**src/rtl/spi_byte_out.sv**
```systemverilog
// rtl/spi_byte_out.sv - FIFO-buffered SPI mode 0 byte transmitter with MISO capture
module spi_byte_out #(
  parameter int DIV     = 2,
  parameter int CS_GAP  = 1,
  parameter int FIFO_AW = 2
) (
  input  logic       CLK,
  input  logic       RESET,
  input  logic       LOAD,
  input  logic [7:0] BYTEIN,
  input  logic       MISO,
  output logic       SCLK,
  output logic       MOSI,
  output logic       CS_N,
  output logic       BUSY,
  output logic       FULL,
  output logic       OVERRUN,
  output logic [7:0] RX_BYTE,
  output logic       RX_VALID
);

  localparam int               DEPTH    = 1 << FIFO_AW;
  localparam logic [FIFO_AW:0] DEPTH_C  = (FIFO_AW + 1)'(DEPTH);
  localparam logic [7:0]       DIV_LAST = 8'(DIV - 1);
  localparam logic [7:0]       GAP_LAST = 8'(CS_GAP - 1);

  typedef enum logic [2:0] {
    S_IDLE,
    S_SETUP,
    S_SHIFT,
    S_HOLD,
    S_GAP
  } state_t;

  // FIFO storage and bookkeeping
  logic [7:0]         mem_q [DEPTH];
  logic [FIFO_AW-1:0] wptr_q, rptr_q;
  logic [FIFO_AW:0]   count_q, count_d;
  logic               full_q, empty_q, overrun_q;
  logic               push, pop;

  // Frame engine state
  state_t     state_q, state_d;
  logic [7:0] cnt_q, cnt_d;
  logic [2:0] bit_q, bit_d;
  logic [7:0] tx_q, tx_d;
  logic [7:0] rx_q, rx_d;
  logic       sclk_q, sclk_d;
  logic       mosi_q, mosi_d;
  logic       cs_n_q, cs_n_d;
  logic [7:0] rx_byte_q, rx_byte_d;
  logic       rx_valid_q, rx_valid_d;

  // A pop frees a slot on the same edge, so a LOAD into a full FIFO is still taken then
  assign pop  = (state_q == S_IDLE) && !empty_q;
  assign push = LOAD && (!full_q || pop);

  // Occupancy after this cycle's push/pop
  always_comb begin
    count_d = count_q;
    if (push && !pop) begin
      count_d = count_q + 1'b1;
    end else if (!push && pop) begin
      count_d = count_q - 1'b1;
    end
  end

  // Byte storage; contents need no reset since the pointers define validity
  always_ff @(posedge CLK) begin
    if (push) begin
      mem_q[wptr_q] <= BYTEIN;
    end
  end

  // Pointers, registered flags and the sticky drop indicator
  always_ff @(posedge CLK or negedge RESET) begin
    if (!RESET) begin
      wptr_q    <= '0;
      rptr_q    <= '0;
      count_q   <= '0;
      full_q    <= 1'b0;
      empty_q   <= 1'b1;
      overrun_q <= 1'b0;
    end else begin
      if (push) wptr_q <= wptr_q + 1'b1;
      if (pop)  rptr_q <= rptr_q + 1'b1;
      count_q <= count_d;
      full_q  <= (count_d == DEPTH_C);
      empty_q <= (count_d == '0);
      if (LOAD && full_q && !pop) overrun_q <= 1'b1;
    end
  end

  // Frame sequencing: one CS frame per byte, DIV clocks per SCLK phase
  always_comb begin
    state_d    = state_q;
    cnt_d      = cnt_q;
    bit_d      = bit_q;
    tx_d       = tx_q;
    rx_d       = rx_q;
    sclk_d     = sclk_q;
    mosi_d     = mosi_q;
    cs_n_d     = cs_n_q;
    rx_byte_d  = rx_byte_q;
    rx_valid_d = 1'b0;
    case (state_q)
      S_IDLE: begin
        mosi_d = 1'b0;
        if (!empty_q) begin
          tx_d    = mem_q[rptr_q];
          mosi_d  = mem_q[rptr_q][7];
          cs_n_d  = 1'b0;
          cnt_d   = '0;
          bit_d   = '0;
          state_d = S_SETUP;
        end
      end
      S_SETUP: begin
        if (cnt_q == DIV_LAST) begin
          cnt_d   = '0;
          sclk_d  = 1'b1;
          rx_d    = {rx_q[6:0], MISO};
          state_d = S_SHIFT;
        end else begin
          cnt_d = cnt_q + 8'd1;
        end
      end
      S_SHIFT: begin
        if (cnt_q == DIV_LAST) begin
          cnt_d = '0;
          if (sclk_q) begin
            sclk_d = 1'b0;
            if (bit_q == 3'd7) begin
              state_d = S_HOLD;
            end else begin
              bit_d  = bit_q + 3'd1;
              tx_d   = {tx_q[6:0], 1'b0};
              mosi_d = tx_q[6];
            end
          end else begin
            sclk_d = 1'b1;
            rx_d   = {rx_q[6:0], MISO};
          end
        end else begin
          cnt_d = cnt_q + 8'd1;
        end
      end
      S_HOLD: begin
        if (cnt_q == DIV_LAST) begin
          cnt_d      = '0;
          cs_n_d     = 1'b1;
          rx_byte_d  = rx_q;
          rx_valid_d = 1'b1;
          if (CS_GAP == 0) begin
            state_d = S_IDLE;
            mosi_d  = 1'b0;
          end else begin
            state_d = S_GAP;
          end
        end else begin
          cnt_d = cnt_q + 8'd1;
        end
      end
      S_GAP: begin
        if (cnt_q == GAP_LAST) begin
          cnt_d   = '0;
          state_d = S_IDLE;
          mosi_d  = 1'b0;
        end else begin
          cnt_d = cnt_q + 8'd1;
        end
      end
      default: begin
        state_d = S_IDLE;
        sclk_d  = 1'b0;
        cs_n_d  = 1'b1;
        mosi_d  = 1'b0;
      end
    endcase
  end

  // Frame engine registers; reset aborts any frame in flight
  always_ff @(posedge CLK or negedge RESET) begin
    if (!RESET) begin
      state_q    <= S_IDLE;
      cnt_q      <= '0;
      bit_q      <= '0;
      tx_q       <= '0;
      rx_q       <= '0;
      sclk_q     <= 1'b0;
      mosi_q     <= 1'b0;
      cs_n_q     <= 1'b1;
      rx_byte_q  <= '0;
      rx_valid_q <= 1'b0;
    end else begin
      state_q    <= state_d;
      cnt_q      <= cnt_d;
      bit_q      <= bit_d;
      tx_q       <= tx_d;
      rx_q       <= rx_d;
      sclk_q     <= sclk_d;
      mosi_q     <= mosi_d;
      cs_n_q     <= cs_n_d;
      rx_byte_q  <= rx_byte_d;
      rx_valid_q <= rx_valid_d;
    end
  end

  assign SCLK     = sclk_q;
  assign MOSI     = mosi_q;
  assign CS_N     = cs_n_q;
  assign BUSY     = !((state_q == S_IDLE) && empty_q);
  assign FULL     = full_q;
  assign OVERRUN  = overrun_q;
  assign RX_BYTE  = rx_byte_q;
  assign RX_VALID = rx_valid_q;

endmodule

```
**config.mk**
```make
export PLATFORM = sky130hd
export DESIGN_NAME = spi_byte_out
export DESIGN_NICKNAME = d
export VERILOG_FILES = /design/src/rtl/spi_byte_out.sv
export SDC_FILE = /design/constraint.sdc
export NUM_CORES = 1
export LEC_CHECK = 0
export ABC_CLOCK_PERIOD_IN_PS = 5040
export CORE_MARGIN = 5
export CORE_UTILIZATION = 30
export DETAILED_ROUTE_END_ITERATION = 8
export DONT_BUFFER_PORTS = 1
export PLACE_DENSITY = 0.41
export SYNTH_ARGS = -nofsm -noshare
export SYNTH_HDL_FRONTEND = slang
export SYNTH_SLANG_ARGS = --single-unit
```
**constraint.sdc**
```tcl
create_clock -name CLK -period 5.04 [get_ports CLK]
set_input_delay 1.008 -clock CLK [delete_from_list [all_inputs] [get_ports CLK]]
set_output_delay 1.008 -clock CLK [all_outputs]
set_load 0.02 [all_outputs]
```
==> flow_metrics.tcl, run 1 <==
set metrics [dict create \
    syn_area_per_cell_sq_um 13.8 \
    start_util_pct 30.9 \
    grt_pass1_wl_um 12300 \
    n_fill_cell 1191 \
    max_freq_mhz 361 \
    synth-adder-area-share_pct 3.68 \
    cp_data_required_time_ps 4030 \
    rr_endpoint "mem_q[0][4]" \
    grt_use_total_pct 10.9 \
    routed.top_layer "met4" \
    synth_area_leaders "dfrtp_1 (33%), edfxtp_1 (26%), mux2_2 (8.4%)" \
    cts_resized 0 \
    synth_compound_gate_area_share_pct 8.09 \
    cts.sinks 83 \
    rsz0062_at_grt "no" \
    place.gp.congestion 0.698 \
    period_minus_slack_ps 2770 \
    worstSetupStartpointType "flip-flop" \
    p_per_area_nw_per_um2 631 \
    ys_seq_area_share_pct 59.8 \
    synth_mux_area_share_pct 14.6 \
    ant_nets 0 \
    place_hpwl_um 4920 \
    clk_pin_slew_ps 60 \
    cts_setup_buffers 0 \
    cts_root_buf "clkbuf_16" \
    dp.cells 434 \
    cpLargestDelayFamily "simple AND/OR/NAND/NOR gates" \
    syn_area_sq_um 3740 \
    path_class "reg2out" \
    yosysWarnings 0 \
    drt_wl_total_um 7290 \
    first_iter_violations 75 \
    leakage_nw 1.69 \
    crit_end "BUSY" \
    die_w_um 122 \
    n_antenna_cell 0 \
    synth_top_cell_area_share_pct 32.8 \
    crit_start "state_q[2]" \
    slew_headroom_pct 16.7 \
    path_cells "nor4b_1 > inv_1" \
    peakVddDrop_mv 0.216 \
    synth_simple_gate_area_share_pct 9.83 \
    maxCapViolations 0 \
    fin_crit_sh_pct 55.0 \
    cp_num_buf_inv 1 \
    critPathArrivalTime_ps 1760 \
    post_drt_wl_per_cell_um 16.2 \
    antenna_found_initial 0 \
    cts_tree "done" \
    clk_latency_ps 340 \
    syn-num-nets 295 \
    fin_setup_tns_ps 0 \
    rrSetupSlack_ps 2460 \
    gr-total-overflow 0 \
    ys_types 48 \
    via_per_inst 4.77 \
    path_max_fanout 16 \
    cp.depth 2 \
    drive_gt1_share_pct 22.3 \
    die_h_um 122 \
    fin_cells 450 \
    grt_pass1_vias 2266 \
    worst_path_largest_cell_delay_ps 590 \
    synth-seq-cells 83 \
    htree_levels 3 \
    status "completed" \
    async_reset_ff_share_pct 61.4 \
    yosys.area.top_type "dfrtp_1" \
    cts-hold-fix-buffers 0 \
    die_area_sq_um 14800 \
    cts_buffers 9 \
    r2r_cells 3 \
    crit_path_end_kind "output port" \
    core_sq_um 12100 \
    final_nets 300 \
    total_power_w 0.00268 \
    num_vias 2145 \
    num_rows 40 \
    crit_path_top_delay_cell "nor4b_1" \
    port_buffers 0 \
    skew_ps 4.10 \
    firstDrtPassIters 4 \
    maxSlewViolCount 0 \
    max-clock-path-buffers 2 \
    drt-met1-wl_um 3460 \
    grt_max_degree 52 \
    wl_met3_um 333 \
    ys.flop_type "dfrtp_1" \
    setup_viol_count_final 0 \
    syn_inst 272 \
    synth_xor_area_share_pct 1.17 \
    r2r-start "state_q[2]" \
    wl_met2_um 3350 \
    final-hold-violation-count 0 \
    syn2layout_area_growth_pct 13.5 \
    worst_pin_slew_ps 1240 \
    hp-class "in2async" \
    route.detailed.drc 0 \
    synth_edf_count 32 \
    synth_top_family_by_area "multiplexers" \
    io_pins 27 \
]
## how the worst min path moves through the flow
stage	from	endpoint	slack [ps]	depth (start not counted)
2_1_floorplan	tx_q[0]	tx_q[0]	440	1
3_3_place_gp	tx_q[0]	tx_q[0]	470	1
3_5_place_dp	tx_q[0]	tx_q[0]	470	1
4_1_cts	RESET	FULL	340	0
5_1_grt	RESET	cnt_q[3]	340	0
6_report	RESET	FULL	360	0
## placed cells by master (no fill, tap or decap), types with 2 or more instances in the layout
cell type  instances
buf_4              2
dfstp_2            2
o21a_1             2
and4_1             3
clkinv_4           2
a31oi_1            2
and3_1             3
and2_1             5
nor3b_1            5
nor4_1             2
nand3_1            4
nor2_1            15
o22ai_1            4
edfxtp_1          32
a22oi_1            2
xnor2_1            5
dfrtp_1           49
mux4_2             8
ha_1              11
a211oi_1           3
nor3_1             2
o21bai_1           2
o21ai_0           13
inv_1             18
a21o_1             2
nand2_1           11
o211ai_1           2
a21oi_1            4
mux2_2            28
clkbuf_16          9
nor2b_1            3
mux2i_1            4
or4_1              2
a41oi_1            2
bufinv_16          2
## cells by family (layout without fill, tap and decap cells)
logic type / count (synthesis) / after routing
XOR/XNOR: 5 / 5
adder cells (fa/ha/maj): 11 / 11
multiplexers: 41 / 41
flip-flops: 83 / 83
AO/OA/AOI/OAI: 44 / 44
buffers and inverters: 26 / 36
AND/OR/NAND/NOR: 62 / 62
## worst register-to-register path: stages (launching register included)
cell and delay [ps]:
dfrtp_1 570, or4_1 690, a21boi_1 490, and2_1 470
## per-layer routing
layer / up-vias / global-route usage, %
li1: 1013 / -
met1: 1090 / 13.9
met2: 33 / 16.8
met3: 9 / 3.81
met4: 0 / 4.41
met5: - / 0
## Yosys cell counts (5+ instances only)
cell type   n
nand2_1    11
o21ai_0    13
nor3b_1     5
ha_1       11
dfrtp_1    49
and2_1      5
xnor2_1     5
edfxtp_1   32
mux2_2     28
mux4_2      8
inv_1      18
nor2_1     15
## flip-flops by register name (all words and copies together), names as in the netlist, 2 cells and up
signal,flops
cnt_q,8
wptr_q,2
count_q,3
RX_BYTE,8
mem_q,32
rx_q,8
tx_q,7
state_q,3
rptr_q,2
bit_q,3
## per-stage QoR
stage,setup slack [ps],hold WS [ps],utilization (%),cell area (sq um)
floorplan,2840,444,-,3740
detailed placement,2420,470,32.5,3930
global route,2060,338,35.1,4250
CTS,2250,343,35.1,4250
finish,2270,362,35.1,4250
global placement,2460,469,32.5,3930
## area by class of cell
type / instances / area (sq um) / share of cell area [%]
inverter: 18 / 67.6 / 1.59
tap: 168 / 210 / 4.95
timing repair buffer: 2 / 15.0 / 0.353
sequential: 83 / 2240 / 52.7
multi-input combinational: 163 / 1400 / 32.9
clock buffer: 10 / 229 / 5.39
clock inverter: 6 / 90.1 / 2.12
## report_power, final
| part | internal [W] | leakage (nW) | switching, W | total [W] |
|---|---|---|---|---|
| clock network | 0.000434 | 0.149 | 0.000267 | 0.000702 |
| registers | 0.000926 | 0.932 | 0.000253 | 0.00118 |
| logic | 0.000419 | 0.608 | 0.000383 | 0.000803 |
Power figures use the tool's default switching activity.
==> inputs of run 2 (changes only) <==
Settings changed: ABC_CLOCK_PERIOD_IN_PS 5040 to 2300, PLACE_DENSITY 0.41 to 0.42.
Clock period 5.04 ns to 2.3 ns, I/O delays scaled along.
==> run 2 against run 1 <==
First-iteration DRC count is 11% lower; global-route usage is 0.13 points lower; utilization is 1.3 points higher; largest cell class unchanged; count of clock-buffer cells in the layout is 1 lower; power is 130% higher; hold slack worse by 150 ps; clock skew is 1.1 ps higher.
==> flow_metrics.tcl, run 2 (synthesis results as in run 1) <==
set metrics [dict create \
    clk_latency_ps 340 \
    gr-total-overflow 0 \
    final-hold-violation-count 0 \
    period_minus_slack_ps 2090 \
    drive_gt1_share_pct 26.6 \
    post_drt_wl_per_cell_um 15.2 \
    fin_crit_sh_pct 91.0 \
    n_antenna_cell 0 \
    cts_setup_buffers 0 \
    crit_path_end_kind "flip-flop" \
    grt_max_degree 52 \
    largest_reg_flops 32 \
    drt-met1-wl_um 3140 \
    routed.top_layer "met4" \
    ant_nets 0 \
    max_freq_mhz 478 \
    cts_tree "done" \
    place_hpwl_um 4860 \
    hp-class "in2reg" \
    num_rows 40 \
    leakage_nw 1.79 \
    fin_setup_tns_ps 0 \
    cts_buffers 9 \
    path_class "reg2reg" \
    cts_root_buf "clkbuf_16" \
    antenna_found_initial 0 \
    firstDrtPassIters 4 \
    largest_register "mem_q" \
    cts.sinks 83 \
    place.gp.congestion 0.701 \
    critPathArrivalTime_ps 2140 \
    cp_data_required_time_ps 2350 \
    peakVddDrop_mv 0.620 \
    start_util_pct 30.9 \
    final_common_cell "dfrtp_1" \
    die_w_um 122 \
    mostFrequentLayoutCells "dfrtp_1 (49), edfxtp_1 (32), mux2_2 (28)" \
    p_per_area_nw_per_um2 1380 \
    setup_viol_count_final 0 \
    wl_met2_um 3410 \
    grt_pass1_wl_um 11800 \
    rsz0062_at_grt "no" \
    grt_pass1_vias 2270 \
    clk_pin_slew_ps 60 \
    worstHoldPathCells 0 \
    htree_levels 3 \
    syn2layout_area_growth_pct 17.9 \
    worstSetupStartpointType "flip-flop" \
    die_area_sq_um 14800 \
    r2r_cells 4 \
    num_vias 2204 \
    slew_headroom_pct 65.5 \
    maxCapViolations 0 \
    first_iter_violations 67 \
    drt_wl_total_um 7110 \
    io_pins 27 \
    core_sq_um 12100 \
    worst_pin_slew_ps 513 \
    maxSlewViolCount 0 \
    total_power_w 0.00609 \
    route.detailed.drc 0 \
    die_h_um 122 \
    wl_met3_um 428 \
    grt_use_total_pct 10.7 \
    skew_ps 5.19 \
    status "completed" \
    port_buffers 0 \
    via_per_inst 4.70 \
    max-clock-path-buffers 2 \
    path_max_fanout 8 \
    final_nets 319 \
]
==> run 2: cell count changes in the layout (fill, tap and decap cells not counted), sizes merged <==
cell	before	now
inv	18	19
clkbuf	10	9
buf	2	20
dlygate4sd3	0	1
==> run 2: cell type report <==
cell class	instances	area, sq um
flip-flops and latches	83	2240
multi-input cells	163	1400
clock inverters	7	91.3
well taps	168	210
fillers	1202	7700
inverters	18	67.6
clock buffers	9	225
repair buffers	21	180
==> run 2: where the power goes <==
group | internal, W | switching (W) | total [W]
Combinational | 0.00108 | 0.00104 | 0.00211
Sequential | 0.00203 | 0.000407 | 0.00244
Clock | 0.000947 | 0.000593 | 0.00154
Total | 0.00405 | 0.00204 | 0.00609
==> run 2: worst paths after layout <==
path | start | end | slack (ps)
min in group asynchronous | RESET | state_q[2] | 640
worst max register to register | state_q[0] | mem_q[0][7] | 210
worst min register to register | tx_q[0] | tx_q[0] | 480
max in group asynchronous | RESET | empty_q | 1390
worst min-delay path | BYTEIN[2] | mem_q[0][2] | 210
worst max-delay path | state_q[0] | mem_q[0][7] | 210
==> run 2: per-layer routing <==
metal  GRT usage [%]  vias to the layer above
met5               0                        -
met4            4.20                        0
met3            5.06                       11
met2            17.1                       37
met1            12.6                     1099
li1                -                     1057
==> run 2: critical path, stage by stage (launching register included) <==
cell,delay (ps)
dfrtp_1,370
or4_1,580
a21boi_1,460
and2_1,200
buf_4,180
==> run 2: what timing repair did <==
item	4_1_cts	5_1_grt
hold endpoints to repair	51	0
gates resized for setup	0	0
endpoints found under the setup margin	0	0
hold buffers	2	0
==> run 2: through the flow <==
| stage | setup WS, ps | utilization, % | cell area, sq um | hold WS, ps | cells |
|---|---|---|---|---|---|
| after floorplan | 248 | - | 3740 | 164 | 272 |
| after global placement | 228 | 33.5 | 4060 | 168 | 451 |
| after detailed placement | 219 | 33.5 | 4060 | 168 | 451 |
| after CTS | 203 | 36.4 | 4410 | 191 | 469 |
| after global routing | 100 | 36.4 | 4410 | 184 | 469 |
| final | 208 | 36.4 | 4410 | 210 | 469 |
==> inputs of run 3 (changes only) <==
Settings changed: GPL_ROUTABILITY_DRIVEN set to 0.
==> results of run 3 <==
Same layout as run 2: the final DEF is identical, and so are final timing and power.
